`config.mk`:
```
export PLATFORM = sky130hd
export DESIGN_NAME = ring_buffer_reader
export DESIGN_NICKNAME = d
export VERILOG_FILES = /design/src/rtl/ring_buffer_pkg.sv /design/src/rtl/reader_skid_fifo.sv /design/src/rtl/ring_buffer_reader.sv
export SDC_FILE = /design/constraint.sdc
export NUM_CORES = 1
export LEC_CHECK = 0
export CORE_ASPECT_RATIO = 0.9
export CORE_UTILIZATION = 40
export CTS_BUF_LIST = sky130_fd_sc_hd__clkbuf_8 sky130_fd_sc_hd__clkbuf_16
export CTS_CLUSTER_DIAMETER = 120
export DETAILED_ROUTE_END_ITERATION = 7
export PLACE_DENSITY_LB_ADDON = 0.25
export RECOVER_POWER = 50
export SLEW_MARGIN = 40
export SYNTH_ARGS = -nofsm -noshare
export SYNTH_HDL_FRONTEND = slang
export SYNTH_SLANG_ARGS = --single-unit
```
`constraint.sdc`:
```
create_clock -name clk -period 2.18 [get_ports clk]
set_clock_uncertainty 0.2 [all_clocks]
set_input_delay 0.436 -clock clk [delete_from_list [all_inputs] [get_ports clk]]
set_output_delay 0.436 -clock clk [all_outputs]
set_load 0.02 [all_outputs]
```
`src/rtl/ring_buffer_pkg.sv`:
```
// Shared types and constants for the ring buffer reader and its skid FIFO.
package ring_buffer_pkg;

  typedef enum logic [1:0] {
    IDLE  = 2'd0,
    DRAIN = 2'd1,
    FLUSH = 2'd2,
    DONE  = 2'd3
  } state_t;

  localparam int SKID_DEPTH = 2;
  localparam int SKID_CNT_W = $clog2(SKID_DEPTH + 1);
  localparam int SKID_PTR_W = $clog2(SKID_DEPTH);
  localparam logic [SKID_CNT_W-1:0] SKID_FULL = SKID_CNT_W'(SKID_DEPTH);

endpackage

```
`src/rtl/reader_skid_fifo.sv`:
```
// Two-entry registered skid FIFO; the head drives a valid/ready stream.
// The caller must not push while full unless the same cycle pops.
module reader_skid_fifo
  import ring_buffer_pkg::*;
#(
  parameter int DW = 8
) (
  input  logic                  clk,
  input  logic                  rst,
  input  logic                  push,
  input  logic [DW-1:0]         din,
  input  logic                  ready,
  output logic                  valid,
  output logic [DW-1:0]         dout,
  output logic [SKID_CNT_W-1:0] count
);

  logic [DW-1:0]         mem [SKID_DEPTH];
  logic [SKID_PTR_W-1:0] wr_ptr;
  logic [SKID_PTR_W-1:0] rd_ptr;
  logic                  pop;

  assign valid = (count != '0);
  assign pop   = valid & ready;
  assign dout  = mem[rd_ptr];

  // When full, a push lands in the slot being popped this same cycle.
  always_ff @(posedge clk) begin
    if (rst) begin
      wr_ptr <= '0;
      rd_ptr <= '0;
      count  <= '0;
      for (int i = 0; i < SKID_DEPTH; i++) begin
        mem[i] <= '0;
      end
    end else begin
      if (push) begin
        mem[wr_ptr] <= din;
        wr_ptr      <= wr_ptr + SKID_PTR_W'(1);
      end
      if (pop) begin
        rd_ptr <= rd_ptr + SKID_PTR_W'(1);
      end
      if (push && !pop) begin
        count <= count + SKID_CNT_W'(1);
      end else if (pop && !push) begin
        count <= count - SKID_CNT_W'(1);
      end
    end
  end

endmodule

```
`src/rtl/ring_buffer_reader.sv`:
```
// Drains a programmed number of words from the ring buffer onto a valid/ready stream.
// Define RING_READER_LAST_EN to add the m_last_o end-of-burst marker.
module ring_buffer_reader
  import ring_buffer_pkg::*;
#(
  parameter int WIDTH   = 8,
  parameter int LEN_BIT = 8
) (
  input  logic               clk,
  input  logic               rst,
  input  logic               start_i,
  input  logic [LEN_BIT-1:0] len_i,
  output logic               busy_o,
  output logic               done_o,
  input  logic               q_empty_i,
  output logic               q_dequeue_o,
  input  logic [WIDTH-1:0]   q_data_i,
  output logic               m_valid_o,
  input  logic               m_ready_i,
  output logic [WIDTH-1:0]   m_data_o,
`ifdef RING_READER_LAST_EN
  output logic               m_last_o,
`endif
  output state_t             state_o
);

`ifdef RING_READER_LAST_EN
  localparam int FW = WIDTH + 1;
`else
  localparam int FW = WIDTH;
`endif

  state_t                  state;
  logic [LEN_BIT-1:0]      remaining;
  logic [SKID_CNT_W-1:0]   fifo_count;
  logic [FW-1:0]           fifo_din;
  logic [FW-1:0]           fifo_dout;
  logic                    pop;
  logic                    fifo_drained;

  // Stream handshake: a beat moves on every cycle where m_valid_o and
  // m_ready_i are both high; while m_ready_i is low the head word and
  // m_valid_o stay put until it is taken.
  assign pop = m_valid_o & m_ready_i;

  assign q_dequeue_o = (state == DRAIN) & ~rst & ~q_empty_i & (remaining != '0) &
                       ((fifo_count < SKID_FULL) | pop);

  // FIFO is empty after this edge: nothing held, or the sole word leaves now.
  assign fifo_drained = (fifo_count == '0) ||
                        ((fifo_count == SKID_CNT_W'(1)) && pop);

`ifdef RING_READER_LAST_EN
  assign fifo_din = {(remaining == LEN_BIT'(1)), q_data_i};
  assign m_last_o = m_valid_o & fifo_dout[WIDTH];
`else
  assign fifo_din = q_data_i;
`endif

  assign m_data_o = fifo_dout[WIDTH-1:0];
  assign state_o  = state;

  reader_skid_fifo #(
    .DW (FW)
  ) u_skid (
    .clk   (clk),
    .rst   (rst),
    .push  (q_dequeue_o),
    .din   (fifo_din),
    .ready (m_ready_i),
    .valid (m_valid_o),
    .dout  (fifo_dout),
    .count (fifo_count)
  );

  always_ff @(posedge clk) begin
    if (rst) begin
      state     <= IDLE;
      remaining <= '0;
      busy_o    <= 1'b0;
      done_o    <= 1'b0;
    end else begin
      case (state)
        IDLE: begin
          if (start_i) begin
            remaining <= len_i;
            busy_o    <= 1'b1;
            if (len_i != '0) begin
              state  <= DRAIN;
              done_o <= 1'b0;
            end else begin
              state  <= DONE;
              done_o <= 1'b1;
            end
          end
        end
        DRAIN: begin
          if (q_dequeue_o) begin
            remaining <= remaining - LEN_BIT'(1);
          end
          if ((remaining == '0) || (q_dequeue_o && (remaining == LEN_BIT'(1)))) begin
            state <= FLUSH;
          end
        end
        FLUSH: begin
          if (fifo_drained) begin
            state  <= DONE;
            done_o <= 1'b1;
          end
        end
        DONE: begin
          state  <= IDLE;
          busy_o <= 1'b0;
          done_o <= 1'b0;
        end
        default: begin
          state  <= IDLE;
          busy_o <= 1'b0;
          done_o <= 1'b0;
        end
      endcase
    end
  end

endmodule
```
==> flow_metrics.env, run 1 <==
export IMPL_status="finished, violations left"
export IMPL_area_enclosed_by_the_die_boundary_um2=4850
export IMPL_cts_hold_buf=0
export IMPL_synthFlopType="sky130_fd_sc_hd__dfxtp_1"
export IMPL_cap_violations=0
export IMPL_p_leak_nw=1.10
export IMPL_slew_headroom=0.724
export IMPL_effective_utilization_at_floorplan=0.432
export IMPL_timing_critical_path_fanout_max=2
export IMPL_fillCellCount=386
export IMPL_final_setup_worst_slack_ns=-0.0954
export IMPL_finalNetCount=289
export IMPL_count_of_antenna_violating_nets_left_after_detailed_routing=0
export IMPL_floorplan_die_width_um=73.3
export IMPL_critPathArrivalTime_ns=1.64
export IMPL_core_area_um2=4240
export IMPL_antenna_diode_count=0
export IMPL_clk_path_buf_depth=2
export IMPL_routed_wirelength_mm=4.33
export IMPL_unrepaired_setup_endpoints_after_global_routing="yes"
export IMPL_tns_ns=-0.0954
export IMPL_finalCriticalPeriod_ns=2.28
export IMPL_cp_end_kind="output port"
export IMPL_grt_start_max_net_pins=23
export IMPL_finalSetupViolations=1
export IMPL_worst_skew_pair_late_latency_ns=0.29
export IMPL_timing_worst_slew_pin_value_ns=0.414
export IMPL_tritoncts="yes"
export IMPL_multi_input_logic_area_um2=978
export IMPL_ios=35
export IMPL_synth_seq_cells=33
export IMPL_dpl_cell_area_um2=2500
export IMPL_grt_pass1_wl_mm=6.97
export IMPL_cts_root_buf="sky130_fd_sc_hd__clkbuf_8"
export IMPL_post_synth_num_cell_types=46
export IMPL_min_path_type="flop to flop"
export IMPL_global_route_overflow_total=0
export IMPL_proportion_of_netlist_area_held_by_the_largest_area_contributor=0.263
export IMPL_first_iter_violations=122
export IMPL_synthesis_area_um2=1830
export IMPL_synth_nets=216
export IMPL_syn_instance_count=184
export IMPL_floorplan_die_height_um=66.2
export IMPL_cts_sink_count=33
export IMPL_synthesis_yosys_warnings=0
export IMPL_timing_hold_violations_final=0
export IMPL_clk_transition_reported_paths_ns=0.07
export IMPL_fmaxAchievable_mhz=439
export IMPL_critical_path_startpoint_category="flop"
export IMPL_number_of_enable_flip_flop_cells_after_synthesis=16
export IMPL_gp_congestion=0.824
export IMPL_synth_async_sr_flop_share=0
export IMPL_area_sequential_um2=823
export IMPL_antenna_found_initial=0
export IMPL_final_max_slew_viol_count=0
export IMPL_grt_pass1_vias=1492
export IMPL_layout_drive_gt1_share=0.287
export IMPL_drt_pass1_iterations=4
export IMPL_route_detailed_wl_per_inst_um=13.6
export IMPL_route_vias_total=1600
export IMPL_detail_route_vias_per_cell=5.03
export IMPL_cellPowerDensity_nw_per_um2=1220
export IMPL_numCtsBuffers=5
export IMPL_area_delta_synth_final_pct=43.0
export IMPL_detailedPlacementHpwl_mm=3.08
export IMPL_final_min_period_over_clock_period=1.04
export IMPL_synth_avg_cell_area_um2=9.94
export IMPL_post_route_drc=0
export IMPL_synth_seq_area_share=0.449
export IMPL_postLayoutCellArea_um2=2620
export IMPL_numPortBuffers=34
export IMPL_post_synth_main_area_contributors="sky130_fd_sc_hd__edfxtp_1 (26%), sky130_fd_sc_hd__dfxtp_1 (19%), sky130_fd_sc_hd__ha_1 (7.5%), sky130_fd_sc_hd__and2_1 (5.5%), sky130_fd_sc_hd__mux2_2 (4.9%)"
export IMPL_cp_data_required_time_ns=1.54
export IMPL_peak_vdd_ir_uv=701
export IMPL_setup_slack_of_the_worst_register_to_register_path_ns=0.01
export IMPL_rows=22
export IMPL_netlist_top_cell_by_area="sky130_fd_sc_hd__edfxtp_1"
export IMPL_worst_setup_path_type="flop to output port"
export IMPL_failing_checks="setup timing"
export IMPL_grtUsageTotal=0.198
export IMPL_h_tree_depth=2
==> synthesized netlist by cell type (all sizes together), types with 2 or more instances <==
master	number
o31ai	3
buf	2
xor2	3
or2	4
mux2	8
o311ai	2
inv	11
nor4	4
ha	11
nand3	3
and2	16
clkbuf	4
dfxtp	17
edfxtp	16
a2111oi	2
a21o	3
nand2	9
a21oi	13
or3	2
o21ai	9
a311oi	2
nor2	16
nor3	4
nor2b	2
nand2b	3
==> power breakdown <==
group          switching, mW  internal, mW
Sequential            0.0719         0.804
Combinational          0.950         0.915
Clock                  0.234         0.220
==> path summary, 6_finish.rpt <==
check / cells after the start / endpoint / start
worst max-delay path: 7 / q_dequeue_o / u_skid.count[1]
worst min-delay path: 2 / busy_o / busy_o
worst min register to register: 2 / busy_o / busy_o
worst max register to register: 8 / u_skid.mem[1][1] / u_skid.count[1]
==> flip-flops by register name, indices dropped and copies added (netlist names), named ones only <==
signal	flops
busy_o	1
done_o	1
remaining	8
state_o	2
u_skid.count	2
u_skid.mem	16
u_skid.rd_ptr	1
u_skid.wr_ptr	1
==> layout make-up <==
type,instances,share of cell area
inverter,11,0.0167
clock buffer,5,0.0263
clock inverter,3,0.00670
multi-input combinational,134,0.374
sequential,33,0.315
timing repair buffer,72,0.233
tap,60,0.0287
==> kinds of logic after synthesis <==
family	after synthesis	synth area share
adder cells (fa/ha/maj)	11	0.0752
AND/OR/NAND/NOR	66	0.205
XOR/XNOR	3	0.0144
flip-flops	33	0.449
multiplexers	8	0.0492
buffers and inverters	17	0.0356
AO/OA/AOI/OAI	46	0.172
==> metal layers <==
layer | wire length, µm | global-route usage
met4 | 67 | 0.0760
met2 | 1900 | 0.296
met3 | 283 | 0.0595
met5 | 0 | 0
met1 | 2080 | 0.268
==> per-stage QoR <==
step	hold slack, ns	util	std cells	power (mW)	setup WS (ns)
floorplan	0.262	-	184	1.91	0.00135
detailed placement	0.251	0.591	307	2.68	-0.635
global placement	0.245	0.591	307	2.66	-0.620
finish	0.254	0.617	318	3.20	-0.0954
global route	0.267	0.617	318	3.43	-0.129
CTS	0.262	0.621	317	3.20	-0.147
==> critical path, stage by stage (launching register included) <==
cell                       delay (ns)
sky130_fd_sc_hd__dfxtp_2         0.34
sky130_fd_sc_hd__inv_2           0.05
sky130_fd_sc_hd__ha_4            0.15
sky130_fd_sc_hd__nand2b_4        0.13
sky130_fd_sc_hd__a211o_1         0.27
sky130_fd_sc_hd__or2_4           0.25
sky130_fd_sc_hd__inv_4           0.06
sky130_fd_sc_hd__buf_6           0.10
==> layout by cell type, fill, tap and decap left out, types with 4 or more instances in the layout <==
cell / instances
sky130_fd_sc_hd__edfxtp_1: 16
sky130_fd_sc_hd__nand2_1: 9
sky130_fd_sc_hd__inv_1: 7
sky130_fd_sc_hd__clkbuf_8: 5
sky130_fd_sc_hd__clkbuf_2: 4
sky130_fd_sc_hd__nor2_1: 15
sky130_fd_sc_hd__ha_1: 9
sky130_fd_sc_hd__nor3_1: 4
sky130_fd_sc_hd__mux2_2: 8
sky130_fd_sc_hd__clkdlybuf4s50_1: 19
sky130_fd_sc_hd__buf_4: 33
sky130_fd_sc_hd__dlygate4sd3_1: 4
sky130_fd_sc_hd__a21oi_1: 13
sky130_fd_sc_hd__o21ai_0: 8
sky130_fd_sc_hd__dfxtp_1: 15
sky130_fd_sc_hd__and2_1: 15
sky130_fd_sc_hd__dlygate4sd2_1: 9
==> timing repair <==
item | in CTS | in global routing
resized for setup | 27 | 5
pin swaps | 4 | 4
endpoints found under the setup margin | 30 | 26
setup buffers | 3 | 1
cloned | 0 | 0
Note: power is estimated with default switching activity, not from simulation.
==> run 2, diff against run 1 <==
SETUP_SLACK_MARGIN = 0.1   (was not set)
==> run 2 against run 1 <==
Final area grew 6.8%. Largest cell class unchanged. The run still ends with setup timing left. Cell count grew 0.94%. Routed wire length grew 3.4%. Critical path depth did not move.
==> flow_metrics.env, run 2 (synthesized netlist as in run 1, its figures left out) <==
export IMPL_routed_wirelength_mm=4.47
export IMPL_p_leak_nw=1.15
export IMPL_unrepaired_setup_endpoints_after_global_routing="yes"
export IMPL_core_area_um2=4240
export IMPL_largest_register="u_skid.mem"
export IMPL_grt_pass1_wl_mm=7.07
export IMPL_floorplan_die_height_um=66.2
export IMPL_gp_congestion=0.785
export IMPL_finish_cell_count_without_fillers=321
export IMPL_tritoncts="yes"
export IMPL_clk_path_buf_depth=2
export IMPL_internal_power_mw=2.05
export IMPL_antenna_found_initial=0
export IMPL_reg2regPathDepth=9
export IMPL_clk_transition_reported_paths_ns=0.08
export IMPL_cp_data_required_time_ns=1.54
export IMPL_net_switching_power_mw=1.35
export IMPL_most_frequent_standard_cell_in_the_layout_excluding_fill_and_tap_cells="sky130_fd_sc_hd__buf_4"
export IMPL_area_delta_synth_final_pct=52.7
export IMPL_final_max_slew_viol_count=0
export IMPL_cts_root_buf="sky130_fd_sc_hd__clkbuf_8"
export IMPL_failing_checks="setup timing"
export IMPL_critical_path_startpoint_category="flop"
export IMPL_h_tree_depth=2
export IMPL_worst_skew_pair_late_latency_ns=0.29
export IMPL_ios=35
export IMPL_route_detailed_wl_per_inst_um=13.9
export IMPL_detail_route_vias_per_cell=5.07
export IMPL_postLayoutCellArea_um2=2790
export IMPL_cap_violations=0
export IMPL_numCtsBuffers=5
export IMPL_worst_setup_path_type="flop to output port"
export IMPL_timing_hold_violations_final=0
export IMPL_post_route_drc=0
export IMPL_grtUsageTotal=0.199
export IMPL_cts_hold_buf=0
export IMPL_critPathArrivalTime_ns=1.62
export IMPL_placed_cells_incl_taps=307
export IMPL_cts_sink_count=33
export IMPL_fmaxAchievable_mhz=443
export IMPL_timing_worst_slew_pin_value_ns=0.421
export IMPL_detailedPlacementHpwl_mm=3.10
export IMPL_rows=22
export IMPL_layout_top_registers="u_skid.mem (16), remaining (8)"
export IMPL_pwr_share_seq=0.266
export IMPL_final_setup_worst_slack_ns=-0.0755
export IMPL_cp_end_kind="output port"
export IMPL_final_min_period_over_clock_period=1.03
export IMPL_timing_critical_path_fanout_max=2
export IMPL_comb_power_share=0.600
export IMPL_effective_utilization_at_floorplan=0.432
export IMPL_area_enclosed_by_the_die_boundary_um2=4850
export IMPL_power_mw=3.40
export IMPL_count_of_antenna_violating_nets_left_after_detailed_routing=0
export IMPL_floorplan_die_width_um=73.3
export IMPL_peak_vdd_ir_uv=697
export IMPL_grt_pass1_vias=1518
export IMPL_finalNetCount=292
export IMPL_largest_reg_flops=16
export IMPL_layout_drive_gt1_share=0.352
export IMPL_cellPowerDensity_nw_per_um2=1220
export IMPL_power_share_of_the_clock_group=0.134
export IMPL_min_path_cells=2
export IMPL_finalSetupViolations=27
export IMPL_route_vias_total=1629
export IMPL_antenna_diode_count=0
export IMPL_tns_ns=-0.909
export IMPL_slew_headroom=0.716
export IMPL_dpl_cell_area_um2=2540
export IMPL_status="finished, violations left"
export IMPL_drt_pass1_iterations=4
export IMPL_min_path_type="flop to flop"
export IMPL_switching_fraction=0.397
export IMPL_grt_start_max_net_pins=23
export IMPL_finalCriticalPeriod_ns=2.26
export IMPL_global_route_overflow_total=0
export IMPL_most_common_layout_cells="sky130_fd_sc_hd__buf_4 (30), sky130_fd_sc_hd__clkdlybuf4s50_1 (18), sky130_fd_sc_hd__edfxtp_1 (16)"
export IMPL_first_iter_violations=96
export IMPL_numPortBuffers=34
## run 2: changes by cell type in the layout (fill, tap and decap cells not counted), moves of 2 or more
cell / before / now
sky130_fd_sc_hd__buf_6: 2 / 10
sky130_fd_sc_hd__dlygate4sd2_1: 9 / 2
sky130_fd_sc_hd__and2_4: 0 / 5
sky130_fd_sc_hd__clkdlybuf4s15_1: 1 / 6
sky130_fd_sc_hd__and2_1: 15 / 11
sky130_fd_sc_hd__clkbuf_2: 4 / 0
sky130_fd_sc_hd__buf_4: 33 / 30
sky130_fd_sc_hd__dfxtp_1: 15 / 12
sky130_fd_sc_hd__dfxtp_2: 2 / 5
sky130_fd_sc_hd__buf_12: 0 / 2
sky130_fd_sc_hd__clkbuf_1: 0 / 2
sky130_fd_sc_hd__nor2_4: 0 / 2
sky130_fd_sc_hd__o21ai_0: 8 / 6
sky130_fd_sc_hd__o21ai_2: 0 / 2
## run 2: worst max-delay path, cell delays in order (launching register included)
cell and delay [ns]:
sky130_fd_sc_hd__dfxtp_2 0.33, sky130_fd_sc_hd__inv_2 0.05, sky130_fd_sc_hd__ha_4 0.15, sky130_fd_sc_hd__nand2b_4 0.13
sky130_fd_sc_hd__a211o_1 0.27, sky130_fd_sc_hd__or2_4 0.25, sky130_fd_sc_hd__clkinv_4 0.05, sky130_fd_sc_hd__buf_6 0.10
## run 2: path summary, 6_finish.rpt
kind                   startpoint               end  slack [ns]
hold reg to reg            busy_o            busy_o        0.25
setup / recovery  u_skid.count[1]       q_dequeue_o       -0.08
setup reg to reg  u_skid.count[1]  u_skid.mem[0][2]       -0.05
hold / removal             busy_o            busy_o        0.25
## run 2: area by class of cell
cell class                 instances  area, µm²
fill                             368       1450
multi-input combinational        134       1060
sequential                        33        827
timing repair buffer              75        696
tap                               60       75.1
clock buffer                       5       68.8
inverter                          11       46.3
clock inverter                     3       17.5
## run 2: power by group through the flow
stage	clock network (mW)	logic [mW]	registers [mW]
finish	0.457	2.04	0.902
global route	0.486	2.23	0.922
CTS	0.459	1.95	0.889
detailed placement	0	1.84	0.901
global placement	0	1.82	0.895
floorplan	0	0.999	0.952
## run 2: metal layers
layer | share of wire | up-vias | global-route usage
met5 | 0 | - | 0
li1 | - | 816 | -
met4 | 0.0051 | 0 | 0.0515
met3 | 0.049 | 2 | 0.0518
met1 | 0.48 | 765 | 0.276
met2 | 0.46 | 46 | 0.307
## run 2: repair_timing
| item | 4_1_cts | 5_1_grt |
|---|---|---|
| endpoints found under the setup margin | 54 | 55 |
| pin swaps | 10 | 5 |
| gates resized for setup | 38 | 26 |
| cloned | 1 | 0 |
| setup buffers | 4 | 2 |
## run 2: stage by stage
stage           util  setup WS (ns)  hold slack [ns]
2_1_floorplan      -         0.0756            0.262
3_3_place_gp   0.599         -0.634            0.244
5_1_grt        0.659         -0.147            0.307
3_5_place_dp   0.599         -0.671            0.247
6_report       0.659        -0.0755            0.253
4_1_cts        0.645         -0.103            0.258
